## src/rtl/qbert_display_timing_if.sv

```systemverilog
// Raster timing bundle from qbert_display_timing to the map renderer and cube generators.
// frame_cnt is present only when QBERT_FRAMECNT_EN is defined.
interface qbert_display_timing_if;
    logic [10:0] x_cnt;
    logic [9:0]  y_cnt;
    logic        frame_start;
    logic        line_start;
    logic        hsync_n;
    logic        vsync_n;
    logic        de;
`ifdef QBERT_FRAMECNT_EN
    logic [15:0] frame_cnt;
`endif

    modport master (
        output x_cnt, y_cnt, frame_start, line_start, hsync_n, vsync_n, de
`ifdef QBERT_FRAMECNT_EN
        , output frame_cnt
`endif
    );

    modport slave (
        input x_cnt, y_cnt, frame_start, line_start, hsync_n, vsync_n, de
`ifdef QBERT_FRAMECNT_EN
        , input frame_cnt
`endif
    );
endinterface

```

## src/rtl/qbert_display_timing.sv

```systemverilog
// Free-running raster timing generator; sync/de strobes are delayed PIPE_DLY cycles to match renderer RGB.
// Optional completed-frame counter enabled by defining QBERT_FRAMECNT_EN.
module qbert_display_timing #(
    parameter int H_ACTIVE = 800,
    parameter int H_FP     = 210,
    parameter int H_SYNC   = 30,
    parameter int H_BP     = 16,
    parameter int V_ACTIVE = 480,
    parameter int V_FP     = 22,
    parameter int V_SYNC   = 13,
    parameter int V_BP     = 10,
    parameter int PIPE_DLY = 2
) (
    input  logic                  clk,
    input  logic                  reset,
    qbert_display_timing_if.master vid
);
    localparam int H_TOTAL = H_ACTIVE + H_FP + H_SYNC + H_BP;
    localparam int V_TOTAL = V_ACTIVE + V_FP + V_SYNC + V_BP;

    localparam logic [10:0] X_LAST     = 11'(H_TOTAL - 1);
    localparam logic [10:0] X_ACT_END  = 11'(H_ACTIVE);
    localparam logic [10:0] X_SYNC_BEG = 11'(H_ACTIVE + H_FP);
    localparam logic [10:0] X_SYNC_END = 11'(H_ACTIVE + H_FP + H_SYNC);
    localparam logic [9:0]  Y_LAST     = 10'(V_TOTAL - 1);
    localparam logic [9:0]  Y_ACT_END  = 10'(V_ACTIVE);
    localparam logic [9:0]  Y_SYNC_BEG = 10'(V_ACTIVE + V_FP);
    localparam logic [9:0]  Y_SYNC_END = 10'(V_ACTIVE + V_FP + V_SYNC);

    // Delay-line word is {hsync_n, vsync_n, de}; idle means syncs high, de low.
    localparam logic [2:0] IDLE = 3'b110;

    logic [10:0] x_q;
    logic [9:0]  y_q;
    logic        de_raw;
    logic        hs_raw;
    logic        vs_raw;
    logic [2:0]  raw_bus;
    logic [2:0]  out_bus;

    always_ff @(posedge clk) begin
        if (reset) begin
            x_q <= '0;
            y_q <= '0;
        end else if (x_q == X_LAST) begin
            x_q <= '0;
            y_q <= (y_q == Y_LAST) ? '0 : y_q + 10'd1;
        end else begin
            x_q <= x_q + 11'd1;
        end
    end

    always_comb begin
        de_raw  = (x_q < X_ACT_END) && (y_q < Y_ACT_END);
        hs_raw  = (x_q >= X_SYNC_BEG) && (x_q < X_SYNC_END);
        vs_raw  = (y_q >= Y_SYNC_BEG) && (y_q < Y_SYNC_END);
        raw_bus = {~hs_raw, ~vs_raw, de_raw};
    end

    if (PIPE_DLY == 0) begin : g_no_dly
        assign out_bus = raw_bus;
    end else begin : g_dly
        logic [2:0] pipe_q [PIPE_DLY];

        // Reset flushes every stage so no pre-reset strobe can emerge afterwards.
        always_ff @(posedge clk) begin
            if (reset) begin
                for (int i = 0; i < PIPE_DLY; i++) pipe_q[i] <= IDLE;
            end else begin
                pipe_q[0] <= raw_bus;
                for (int i = 1; i < PIPE_DLY; i++) pipe_q[i] <= pipe_q[i-1];
            end
        end

        assign out_bus = pipe_q[PIPE_DLY-1];
    end

`ifdef QBERT_FRAMECNT_EN
    logic [15:0] frame_cnt_q;

    always_ff @(posedge clk) begin
        if (reset) begin
            frame_cnt_q <= '0;
        end else if (x_q == X_LAST && y_q == Y_LAST) begin
            frame_cnt_q <= frame_cnt_q + 16'd1;
        end
    end

    assign vid.frame_cnt = frame_cnt_q;
`endif

    assign vid.x_cnt       = x_q;
    assign vid.y_cnt       = y_q;
    assign vid.frame_start = (x_q == '0) && (y_q == '0);
    assign vid.line_start  = (x_q == '0);
    assign vid.hsync_n     = out_bus[2];
    assign vid.vsync_n     = out_bus[1];
    assign vid.de          = out_bus[0];
endmodule

```

## src/flat_wrapper.sv

```systemverilog
// flat-port wrapper written by rule: the top's interface ports become plain ports
module qbert_display_timing_flat 
#(
    parameter int H_ACTIVE = 800,
    parameter int H_FP     = 210,
    parameter int H_SYNC   = 30,
    parameter int H_BP     = 16,
    parameter int V_ACTIVE = 480,
    parameter int V_FP     = 22,
    parameter int V_SYNC   = 13,
    parameter int V_BP     = 10,
    parameter int PIPE_DLY = 2
)
  (clk, reset, vid_x_cnt, vid_y_cnt, vid_frame_start, vid_line_start, vid_hsync_n, vid_vsync_n, vid_de);
  qbert_display_timing_if vid_i ();
  input  logic clk;
  input  logic reset;
  output wire logic [$bits(vid_i.x_cnt)-1:0] vid_x_cnt;
  output wire logic [$bits(vid_i.y_cnt)-1:0] vid_y_cnt;
  output wire logic [$bits(vid_i.frame_start)-1:0] vid_frame_start;
  output wire logic [$bits(vid_i.line_start)-1:0] vid_line_start;
  output wire logic [$bits(vid_i.hsync_n)-1:0] vid_hsync_n;
  output wire logic [$bits(vid_i.vsync_n)-1:0] vid_vsync_n;
  output wire logic [$bits(vid_i.de)-1:0] vid_de;
  assign vid_x_cnt = vid_i.x_cnt;
  assign vid_y_cnt = vid_i.y_cnt;
  assign vid_frame_start = vid_i.frame_start;
  assign vid_line_start = vid_i.line_start;
  assign vid_hsync_n = vid_i.hsync_n;
  assign vid_vsync_n = vid_i.vsync_n;
  assign vid_de = vid_i.de;
  qbert_display_timing #(.H_ACTIVE(H_ACTIVE), .H_FP(H_FP), .H_SYNC(H_SYNC), .H_BP(H_BP), .V_ACTIVE(V_ACTIVE), .V_FP(V_FP), .V_SYNC(V_SYNC), .V_BP(V_BP), .PIPE_DLY(PIPE_DLY)) u_core (.clk(clk), .reset(reset), .vid(vid_i));
endmodule
```

## config.mk

```make
export PLATFORM = sky130hd
export DESIGN_NAME = qbert_display_timing_flat
export DESIGN_NICKNAME = d
export VERILOG_FILES = /design/src/rtl/qbert_display_timing_if.sv /design/src/rtl/qbert_display_timing.sv /design/src/flat_wrapper.sv
export SDC_FILE = /design/constraint.sdc
export NUM_CORES = 1
export LEC_CHECK = 0
export CAP_MARGIN = 5
export CORE_MARGIN = 2
export CORE_UTILIZATION = 23
export CTS_CLUSTER_SIZE = 30
export DETAILED_ROUTE_END_ITERATION = 8
export REMOVE_ABC_BUFFERS = 1
export SYNTH_ARGS = -nofsm -noshare
export SYNTH_HDL_FRONTEND = slang
export SYNTH_SLANG_ARGS = --single-unit
```

## constraint.sdc

```tcl
create_clock -name clk -period 2.8 [get_ports clk]
set_input_delay 0.84 -clock clk [delete_from_list [all_inputs] [get_ports clk]]
set_output_delay 0.84 -clock clk [all_outputs]
set_load 0.1 [all_outputs]
```

; Word level (Yosys, flattened, before mapping)
; Memory sizes are Yosys's and may differ from the RTL's.
; Cells that the tools add are included.
[word_totals]
reg_bits = 21
ram_bits = 6
inputBits = 2
output_inout_bits = 26
elab_cells = 30
mem_count = 1
[memory_table]
columns = name, depth, width, rd, rd_ports_with_merged_regs, wr, line_no
row1 = u_core.g_dly.pipe_q, 2, 3, 2, 0, 2, qbert_display_timing.sv:63  ; logic [2:0] pipe_q [PIPE_DLY];
[classes]
addsub = 2
n_lt_le_gt_ge = 6
n_eq_ne = 2
muxes = 6
bitwise = 4
n_reduce_logical = 7
[op_table]
columns = cell, n
row1 = $add A11 B1 Y11 const B, 1
row2 = $eq A11 B11 Y1 const B, 1
row3 = $ge A11 B10 Y1 const B, 1
row4 = $logic_not A11 Y1, 1
row5 = $lt A11 B10 Y1 const B, 1
row6 = $lt A11 B11 Y1 const B, 1
row7 = $add A10 B1 Y10 const B, 1
row8 = $eq A10 B10 Y1 const B, 1
row9 = $ge A10 B9 Y1 const B, 1
row10 = $logic_not A10 Y1, 1
row11 = $lt A10 B10 Y1 const B, 1
row12 = $lt A10 B9 Y1 const B, 1
row13 = $mux W10, 1
row14 = $mux W3, 2
row15 = $logic_and A1 B1 Y1, 4
row16 = $mux W1, 3
row17 = $not A1 Y1, 2
row18 = $or A1 B1 Y1, 2
row19 = $reduce_or A2 Y1, 1

; Longest topological paths before layout
[logic_depth]
ltp_word = 4
ltp_mapped = 8
depth_no_buf = 6

; Worst setup path after synthesis
; Ideal clock, no wire load.
[synth_timing]
path_type = reg2out
startpoint = register u_core.x_q[5], in the netlist u_core.vid.x_cnt[5]
endpoint = output vid_frame_start
t_arrival_ns = 3.163
t_required_ns = 1.960
setup_slack_ns = -1.203
path_stages_with_launch = 5
n_path_buf = 0
cell_sequence = dfxtp_1 or3_4 nor3_1 and4b_1 and2_1
[synth_via]
elab_chain_len = 2
[synth_lines]
columns = element, line_no
row1 = "start, declared", qbert_display_timing.sv:33  ; logic [10:0] x_q;
row2 = "start signal, assigned", qbert_display_timing.sv:49  ; x_q <= x_q + 11'd1;
row3 = $logic_not A11 Y1, -
row4 = via vid_line_start, flat_wrapper.sv:21  ; output wire logic [$bits(vid_i.line_start)-1:0] vid_line_start;
row5 = $logic_and A1 B1 Y1, qbert_display_timing.sv:94  ; assign vid.frame_start = (x_q == '0) && (y_q == '0);
row6 = "end, declared", flat_wrapper.sv:20  ; output wire logic [$bits(vid_i.frame_start)-1:0] vid_frame_start;
; The timed path passes the listed nets, and every way through them passes these cells.

; Worst setup path after layout
[layout_timing]
startpoint = register u_core.y_q[5], in the netlist u_core.vid.y_cnt[5]
endpoint = output vid_frame_start
[layout_via]
elab_chain_len = 2
[layout_lines]
columns = element, line_no
row1 = "start, declared", qbert_display_timing.sv:34  ; logic [9:0] y_q;
row2 = "start signal, assigned", qbert_display_timing.sv:47  ; y_q <= (y_q == Y_LAST) ? '0 : y_q + 10'd1;
row3 = $logic_not A10 Y1, qbert_display_timing.sv:94
row4 = $logic_and A1 B1 Y1, qbert_display_timing.sv:94
; Every way passes these cells.

==> results_dict.tcl <==
set metrics [dict create \
    min_period_ns 2.91 \
    ctsHoldBuffers 0 \
    vias 1076 \
    leakagePower_uw 0.000644 \
    min_path_cells 1 \
    die_w_um 78.3 \
    netlist_area_mm2 0.00127 \
    violations "setup timing" \
    ff2ff_path_depth 5 \
    worstPathArrival_ns 2.07 \
    hold_violations 0 \
    cts_setup_buffers 0 \
    clk_pin_slew_worst_paths_ns 0.10 \
    num_rows 27 \
    finalSetupViolations 1 \
    ant_nets 0 \
    post-route-period-util_pct 104 \
    hold_end "u_core.g_dly.pipe_q[0][5]" \
    fin_skew_ns 0.00314 \
    clk_latency_ns 0.27 \
    layout-drive-gt1-share_pct 29.9 \
    fillers 598 \
    yosysSeqAreaShare_pct 42.6 \
    setup_slack_ns -0.112 \
    core_area_mm2 0.00541 \
    drt_iter0_markers 57 \
    r2r_start "u_core.vid.x_cnt[1]" \
    holdCritPathClass "register to register" \
    num_io_pins 28 \
    place_ws_ns 0.0966 \
    grtUsageTotal_pct 9.64 \
    worst-endpoint-required_ns 1.96 \
    pwr_density_cell_mw_per_mm2 445 \
    diodes 0 \
    drt-vias-per-instance 4.32 \
    slew_viol_final 0 \
    place_congestion 0.768 \
    avgRoutedWirePerCell_um 11.3 \
    worst_setup_path_end_kind "primary output" \
    port_buffers 27 \
    antenna_found_initial 0 \
    max_stage_delay_ns 0.53 \
    max-slew-margin-rel_pct 74.9 \
    cts-buffers-inserted 3 \
    ir_worst_vdd_mv 0.280 \
    grt_setup_unrepaired "true" \
    outcome "finished with violations" \
    r2r_slack_ns 0.64 \
    avgSynthCellArea_um2 8.70 \
    fp.dieH_um 78.3 \
    cts_sinks 27 \
    setup.worst_path.start_class "register" \
    root_buffer "clkbuf_8" \
    netlist-cell-type-count 35 \
    slowest_stage "or4_4" \
    nets 184 \
    yosys_warnings 0 \
    cts_max_level 1 \
    start_util_pct 23.5 \
    crit_chain "or4_4 -> or4_4 -> nor3b_2 -> and2_4 -> buf_12" \
    worst_slew_pin_slew_ns 0.366 \
    clockBufferDepth 2 \
    totalWireLength_mm 2.82 \
    ys_ff_latch 27 \
    grt_max_degree 17 \
    drv_cap 0 \
    crit_top_cell "or4_4" \
    max_freq_mhz 343 \
    cts_tree "yes" \
    first_pass_iters 4 \
    r2r-end "u_core.vid.x_cnt[9]" \
    crit_type "register to primary output" \
    grt_pass1_wl_mm 4.84 \
    synthCells 146 \
    cp_max_fo 2 \
    min_from "u_core.g_dly.pipe_q[0][2]" \
    power.total_uw 747 \
    grt_pass1_vias 1039 \
    grt_overflow 0 \
    syn2layout_area_growth_pct 32.2 \
    dpl.hpwl_mm 2.12 \
    drcViolationCount 0 \
    die_area_mm2 0.00613 \
]
[cells in the final DEF, fill, tap and decap left out, types with 2 or more instances in the layout]
master,synthesis,routed
or3_1,6,6
nand4_1,4,4
or2_2,4,4
nor2_1,16,16
nand2_1,9,9
o21ai_0,7,7
or4_4,0,2
dfxtp_1,27,27
a21oi_2,5,5
or4_1,5,3
and4_1,2,2
inv_1,6,6
and3_1,2,2
buf_4,0,32
buf_12,0,2
xnor2_1,5,5
nor4_1,2,2
nor3_1,2,2
xor2_1,6,6
a21oi_1,5,5
ha_1,4,4
nand3_1,6,6
clkbuf_8,0,3
[worst max-delay path, delay by kind of cell, from the launching register on]
kind	cells	cell delay (ns)
AND/OR/NAND/NOR	4	1.31
buffers and inverters	1	0.17
flip-flops	1	0.32
[cell families (layout without fill, tap and decap cells)]
| kind of cell | after synthesis | in the layout | synth area share, % |
|---|---|---|---|
| AOI/OAI and AO/OA | 21 | 21 | 10.5 |
| xor gates and xnor gates | 11 | 11 | 7.59 |
| adders and majority gates | 4 | 4 | 3.94 |
| buffers and inverters | 14 | 45 | 4.53 |
| DFF | 27 | 27 | 42.6 |
| and+or+nand+nor | 69 | 69 | 30.8 |
[through the flow]
step	utilization [%]	setup TNS, ns	cell area [µm²]	hold slack (ns)	cells
floorplan	-	-1.54	1230	0.389	138
global placement	29.9	0	1620	0.392	245
detailed placement	29.9	0	1620	0.392	245
CTS	31.1	-0.124	1680	0.418	249
global route	31.1	-0.189	1680	0.437	249
finish	31.1	-0.112	1680	0.415	249
[flip-flops by register name, summed over array words and instances, names as in the netlist]
name                 count
u_core.vid.y_cnt        10
u_core.vid.x_cnt        11
u_core.g_dly.pipe_q      6
[metal layers]
metal  wire length [µm]  global-route usage (%)  share of wire [%]  up-vias
met5                  0                       0                  0        -
met4                 29                    2.63                1.0        0
met3                143                    2.07                5.1        4
met2               1220                    16.5                 43       26
met1               1430                    12.3                 51      476
li1                   -                       -                  -      570
[power breakdown]
part           internal [µW]  total [µW]  switching [µW]  leakage [µW]
combinational           34.6         120            85.8      0.000404
clock                    101         232             131     0.0000217
sequential               389         394            5.43      0.000219
total                    525         747             222      0.000644
[worst max path at each step]
stage | start | to | slack (ns) | cells past startpoint
finish | u_core.vid.y_cnt[5] | vid_frame_start | -0.11 | 5
global placement | u_core.vid.y_cnt[5] | vid_frame_start | 0.09 | 5
floorplan | u_core.vid.x_cnt[5] | vid_frame_start | -1.21 | 4
CTS | u_core.vid.y_cnt[5] | vid_frame_start | -0.12 | 5
detailed placement | u_core.vid.y_cnt[5] | vid_frame_start | 0.1 | 5
global route | u_core.vid.y_cnt[5] | vid_frame_start | -0.19 | 5
[synth_stat cells]
| cell type | instances | area (µm²) |
|---|---|---|
| buf_1 | 1 | 3.75 |
| and2_1 | 2 | 12.5 |
| nor4bb_1 | 1 | 10.0 |
| or3b_2 | 1 | 8.76 |
| or4_1 | 5 | 37.5 |
| nor2b_1 | 1 | 6.26 |
| and4b_1 | 1 | 10.0 |
| a31oi_1 | 1 | 6.26 |
| or3_1 | 6 | 37.5 |
| or3_4 | 1 | 11.3 |
| xor2_1 | 6 | 52.6 |
| o21ai_0 | 7 | 35.0 |
| o21bai_1 | 1 | 7.51 |
| a21oi_2 | 5 | 43.8 |
| or2_2 | 4 | 25.0 |
| a21o_1 | 1 | 7.51 |
| buf_2 | 4 | 20.0 |
| and4_1 | 2 | 17.5 |
| inv_1 | 6 | 22.5 |
| nor4_1 | 2 | 12.5 |
| nand2_1 | 9 | 33.8 |
| or2b_1 | 1 | 7.51 |
| nor3_1 | 2 | 10.0 |
| and3_1 | 2 | 12.5 |
| nor3b_1 | 2 | 15.0 |
| nor2_1 | 16 | 60.1 |
| a21oi_1 | 5 | 25.0 |
| xnor2_1 | 5 | 43.8 |
| clkbuf_1 | 3 | 11.3 |
| ha_1 | 4 | 50.1 |
| a2111oi_0 | 1 | 8.76 |
| nand4_1 | 4 | 25.0 |
| dfxtp_1 | 27 | 541 |
| nand4b_1 | 1 | 8.76 |
| nand3_1 | 6 | 30.0 |
[cell type report]
class	instances	area, µm²	share of cell area (%)
clock buffers	3	41.3	2.46
multi-input cells	105	687	40.9
repair buffers	35	290	17.3
clock inverters	1	7.51	0.447
well taps	72	90.1	5.37
inverters	6	22.5	1.34
flip-flops and latches	27	541	32.2
[repair_timing]
item                       4_1_cts  5_1_grt
gates resized for setup          4        0
cloned                           0        0
setup endpoints to repair        1        1
pin swaps                        2        0
No activity file was read; power rests on OpenSTA's default activity.
==> RTL change 1 (same flow settings) <==
`PIPE_DLY` is set to 2 in 2 places; all go to 4.
--- a/src/rtl/qbert_display_timing.sv
+++ b/src/rtl/qbert_display_timing.sv
@@ -10,5 +10,5 @@
     parameter int V_SYNC   = 13,
     parameter int V_BP     = 10,
-    parameter int PIPE_DLY = 2
+    parameter int PIPE_DLY = 4
 ) (
     input  logic                  clk,
--- a/src/flat_wrapper.sv
+++ b/src/flat_wrapper.sv
@@ -10,5 +10,5 @@
     parameter int V_SYNC   = 13,
     parameter int V_BP     = 10,
-    parameter int PIPE_DLY = 2
+    parameter int PIPE_DLY = 4
 )
   (clk, reset, vid_x_cnt, vid_y_cnt, vid_frame_start, vid_line_start, vid_hsync_n, vid_vsync_n, vid_de);
Check against the original RTL: not equivalent (a bounded check fails within 4 cycles, from zero or initial values and one cycle with reset high).
==> RTL change 1 against the unedited design <==
Sequential cell count rose by 6. Count of clock-buffer cells in the layout rose by 3. Final area rose by 13%. Critical path depth did not move. Largest power group unchanged. Worst setup slack improved by 240 ps. Die area rose by 13%. Largest cell class unchanged. Total power rose by 27%. Final cell count rose by 8.0%. Routed wire length rose by 8.5%. Area after synthesis rose by 14%.
==> RTL change 1: results (changes against the unedited design) <==
metric	value	unit	change
status	completed		
Syn Inst Count	157		+7.5%
combinational power	0.130	mW	+8%
Post-Place Worst Slack	197	ps	+100 ps
Seq/Total Area, Yosys	0.458		+0.0323
H-tree levels	2		+1
Vias	1161		+7.9%
met2 Track Usage GR	0.130		-0.0342
max reg flops	12		+1
DP Area	0.00178	mm²	+10%
placed insts	261		+6.5%
Post-Layout Cell Count	269		+8.0%
Crit path arrival time	1830	ps	-240 ps
DRT Wirelength	3.06	mm	+8.5%
Critical Path Max Stage Delay	450	ps	-80 ps
Post-Synth Adder-Cell Area	0.0347		-0.00472
clock skew	4.40	ps	+1.26 ps
setup TNS	0	ps	+112 ps
WHS Endpoint	u_core.g_dly.pipe_q[1][2]		
met1 Use GR	0.119		-0.00379
r2r endpoint	u_core.vid.y_cnt[9]		
slowest library cell on the worst path	or3_1		
DP HPWL	2.23	mm	+5.1%
synth top area cells	dfxtp_1, nor2_1, xnor2_1, ha_1, or2_2		
first-pass GRT wire length	5.01	mm	+3.6%
Synth Area in Compound Gates	0.0650		-0.0404
# fillers	620		+3.7%
final worst-path cycle share	0.953		-0.0871
number of global-route vias before repair	1063		+2.3%
Max VDD drop	0.276	mV	-1.2%
post-cts gate resize count	3		-1
Worst R2R Start	u_core.vid.x_cnt[5]		
Leak	0.733	nW	+14%
layout cell share with drive strength beyond 1	0.299		-0.000466
Unique masters post-synth	37		+5.7%
most frequent cells after synthesis	dfxtp_1, nor2_1, or2_2, xnor2_1		
XOR/XNOR share of the synthesized area	0.0729		-0.00301
Net Switching	0.260	mW	+17%
Reg clk slew, reported paths	70	ps	-30 ps
r2r setup slk	500	ps	-140 ps
Iteration-0 DRC Markers	46		-19%
pin count of the biggest net entering global routing	11		-6
NumNets Final	199		+8.2%
Flop pwr share	0.506		-0.022
M3 GR Usage	0.0358		+0.0151
Tot GR Track Use	0.0905		-0.00598
crit path max fanout	7		+5
internal power consumption	0.691	mW	+32%
total CTS buffers	5		+2
Rel. slew slack	0.566		-0.183
==> RTL change 1: cell count changes after synthesis, sizes merged, moves of 4 or more <==
cell	before	now
a21oi	10	5
dfxtp	27	33
nor2	16	21
o21ai	7	2
or2	4	8
==> RTL change 1: layout make-up <==
class	count	area (µm²)	area share
clock buffer	6	72.6	0.0381
clock inverter	2	10.0	0.00525
inverter	7	26.3	0.0138
multi-input combinational	111	752	0.395
sequential	33	661	0.347
tap	75	93.8	0.0492
timing repair buffer	35	290	0.152
==> RTL change 1: metal layers <==
layer  up-vias  share of wire  wire (µm)
li1        620              -          -
met1       514           0.49       1490
met2        23           0.44       1360
met3         4          0.057        174
met4         0          0.012         38
met5         -              0          0
==> RTL change 1: kinds of logic (layout without fill, tap and decap cells) <==
family	Yosys count	in the layout
AO/OA/AOI/OAI	15	15
XOR/XNOR	12	12
adder cells (fa/ha/maj)	4	4
multiplexers	3	3
AND/OR/NAND/NOR	77	77
flip-flops	33	33
buffers and inverters	13	50
==> RTL change 2 (config.mk and constraints unchanged) <==
Without the edit above. Put a register stage on the output `vid.hsync_n`. The value now appears one clock later.
--- a/src/rtl/qbert_display_timing.sv
+++ b/src/rtl/qbert_display_timing.sv
@@ -94,5 +94,7 @@
     assign vid.frame_start = (x_q == '0) && (y_q == '0);
     assign vid.line_start  = (x_q == '0);
-    assign vid.hsync_n     = out_bus[2];
+    always_ff @(posedge clk) begin
+        vid.hsync_n <= out_bus[2];
+    end
     assign vid.vsync_n     = out_bus[1];
     assign vid.de          = out_bus[0];
Check against the original RTL: not equivalent (Yosys sat finds a counterexample within 4 cycles, from zero or initial values and one cycle with reset high).
==> RTL change 2 against the unedited design <==
The run still ends with negative setup slack left. Final area up 0.22%. Die area up 1.5%. Sequential cell count up 1. Synthesized cell count up 0.68%. Worst setup slack worse by 54 ps. Area after synthesis up 1.6%. Maximum frequency down 1.8%. Total power up 4.1%. Routed wire length up 4.5%. Final cell count down 0.80%. Critical endpoint unchanged. Largest cell class unchanged. Largest power group unchanged.
==> RTL change 2: results (changes against the unedited design) <==
metric	value	unit	change
metal3 WL	192	µm	+34%
violated checks	negative setup slack		
Tot GR Track Use	0.0982		+0.00171
placer congestion estimate	0.796		+3.6%
DRT Wirelength	2.95	mm	+4.5%
Unique masters post-synth	35		unchanged
NumNets Final	182		-1.1%
Iteration-0 DRC Markers	51		-11%
YS warnings	0		unchanged
r2r setup slk	600	ps	-40 ps
via-per-instance ratio	4.55		+5.2%
syn_area_per_cell	8.78	µm²	+0.89%
r2r endpoint	u_core.vid.x_cnt[6]		
setup ws final	-166	ps	-54.2 ps
layout cell share with drive strength beyond 1	0.286		-0.0137
Setup-failing EPs final	1		unchanged
clock skew	1.83	ps	-1.30 ps
worst r2r path cells	5		unchanged
Seq/Total Area, Yosys	0.435		+0.00891
first-pass GRT wire length	4.82	mm	-0.41%
Max Used Layer	met4		
Max VDD drop	0.293	mV	+4.7%
WL met2	1.37	mm	+13%
Vias	1123		+4.4%
n_diodes	0		unchanged
post-CTS setup buffer count	0		unchanged
placed insts	243		-0.82%
Worst Hold Class	flop to flop		
Tightest Pin Transition	399	ps	+32.9 ps
status	complete, but fails checks		
most frequent cells after synthesis	dfxtp_1, nor2_1, nand2_1, o21ai_0		
Leak	0.644	nW	about the same
pin count of the biggest net entering global routing	16		-1
setup TNS	-166	ps	-54.2 ps
DP HPWL	2.14	mm	+1.3%
Worst R2R Start	u_core.vid.x_cnt[0]		
Port Buf Inserts	27		unchanged
# fillers	580		-3.0%
met1 WL	1.34	mm	-6.0%
synth top area cells	dfxtp_1, nor2_1, xor2_1, ha_1, a21oi_2		
number of global-route vias before repair	991		-4.6%
Crit path arrival time	2130	ps	+60 ps
Critical Path End	vid_frame_start		
Hold WS	334	ps	-81.4 ps
Setup crit start	u_core.vid.y_cnt[5]		
[RTL change 2: changes by cell type in the layout (fill, tap and decap cells not counted), sizes merged]
cell      unedited run  this run
clkinvlp             1         0
dfxtp               27        28
clkbuf               3         4
buf                 34        31
[RTL change 2: cells by family after synthesis]
kind of cell	Yosys count	share of synthesized area
buffers and inverters	14	0.0446
XOR/XNOR	11	0.0747
adder cells (fa/ha/maj)	4	0.0388
flip-flops	28	0.435
AO/OA/AOI/OAI	21	0.104
AND/OR/NAND/NOR	69	0.304
[RTL change 2: timing repair]
| item | CTS | global route |
|---|---|---|
| resized for setup | 4 | 0 |
| endpoints found under the setup margin | 1 | 1 |
| pin swaps | 2 | 0 |
| cloned | 0 | 0 |
[RTL change 2: through the flow]
stage	setup WS [ps]	cell area, µm²
global route	-228	1680
floorplan	-1210	1250
global placement	59.9	1610
detailed placement	49.1	1610
CTS	-139	1680
finish	-166	1680
[RTL change 2: critical path, stage by stage (launching register included)]
cell and delay (ps):
dfxtp_1 320, or4_4 530, or4_4 450, nor3b_2 200, and2_4 190, buf_12 170
[RTL change 2: layout make-up]
class,count,area (µm²),share of cell area
inverters,6,22.5,0.0134
well taps,72,90.1,0.0535
multi-input cells,105,687,0.408
repair buffers,32,268,0.159
clock buffers,4,55.1,0.0327
flip-flops and latches,28,561,0.333
[RTL change 2: worst min path at each step]
stage,end,startpoint,cells past startpoint
finish,u_core.vid.hsync_n,u_core.g_dly.pipe_q[0][5],0
detailed placement,u_core.vid.hsync_n,u_core.g_dly.pipe_q[0][5],0
global route,u_core.vid.hsync_n,u_core.g_dly.pipe_q[0][5],0
global placement,u_core.vid.hsync_n,u_core.g_dly.pipe_q[0][5],0
CTS,u_core.vid.hsync_n,u_core.g_dly.pipe_q[0][5],0
floorplan,u_core.vid.hsync_n,u_core.g_dly.pipe_q[0][5],0
[RTL change 2: layer usage]
metal | vias up | global-route usage
met5 | - | 0
li1 | 566 | -
met2 | 28 | 0.160
met4 | 0 | 0.0259
met3 | 6 | 0.0364
met1 | 523 | 0.123
[RTL change 2: power by group]
| part | switching, mW | total, mW | internal, mW |
|---|---|---|---|
| Combinational | 0.0864 | 0.120 | 0.0336 |
| Clock | 0.122 | 0.248 | 0.126 |
| Sequential | 0.00581 | 0.409 | 0.403 |
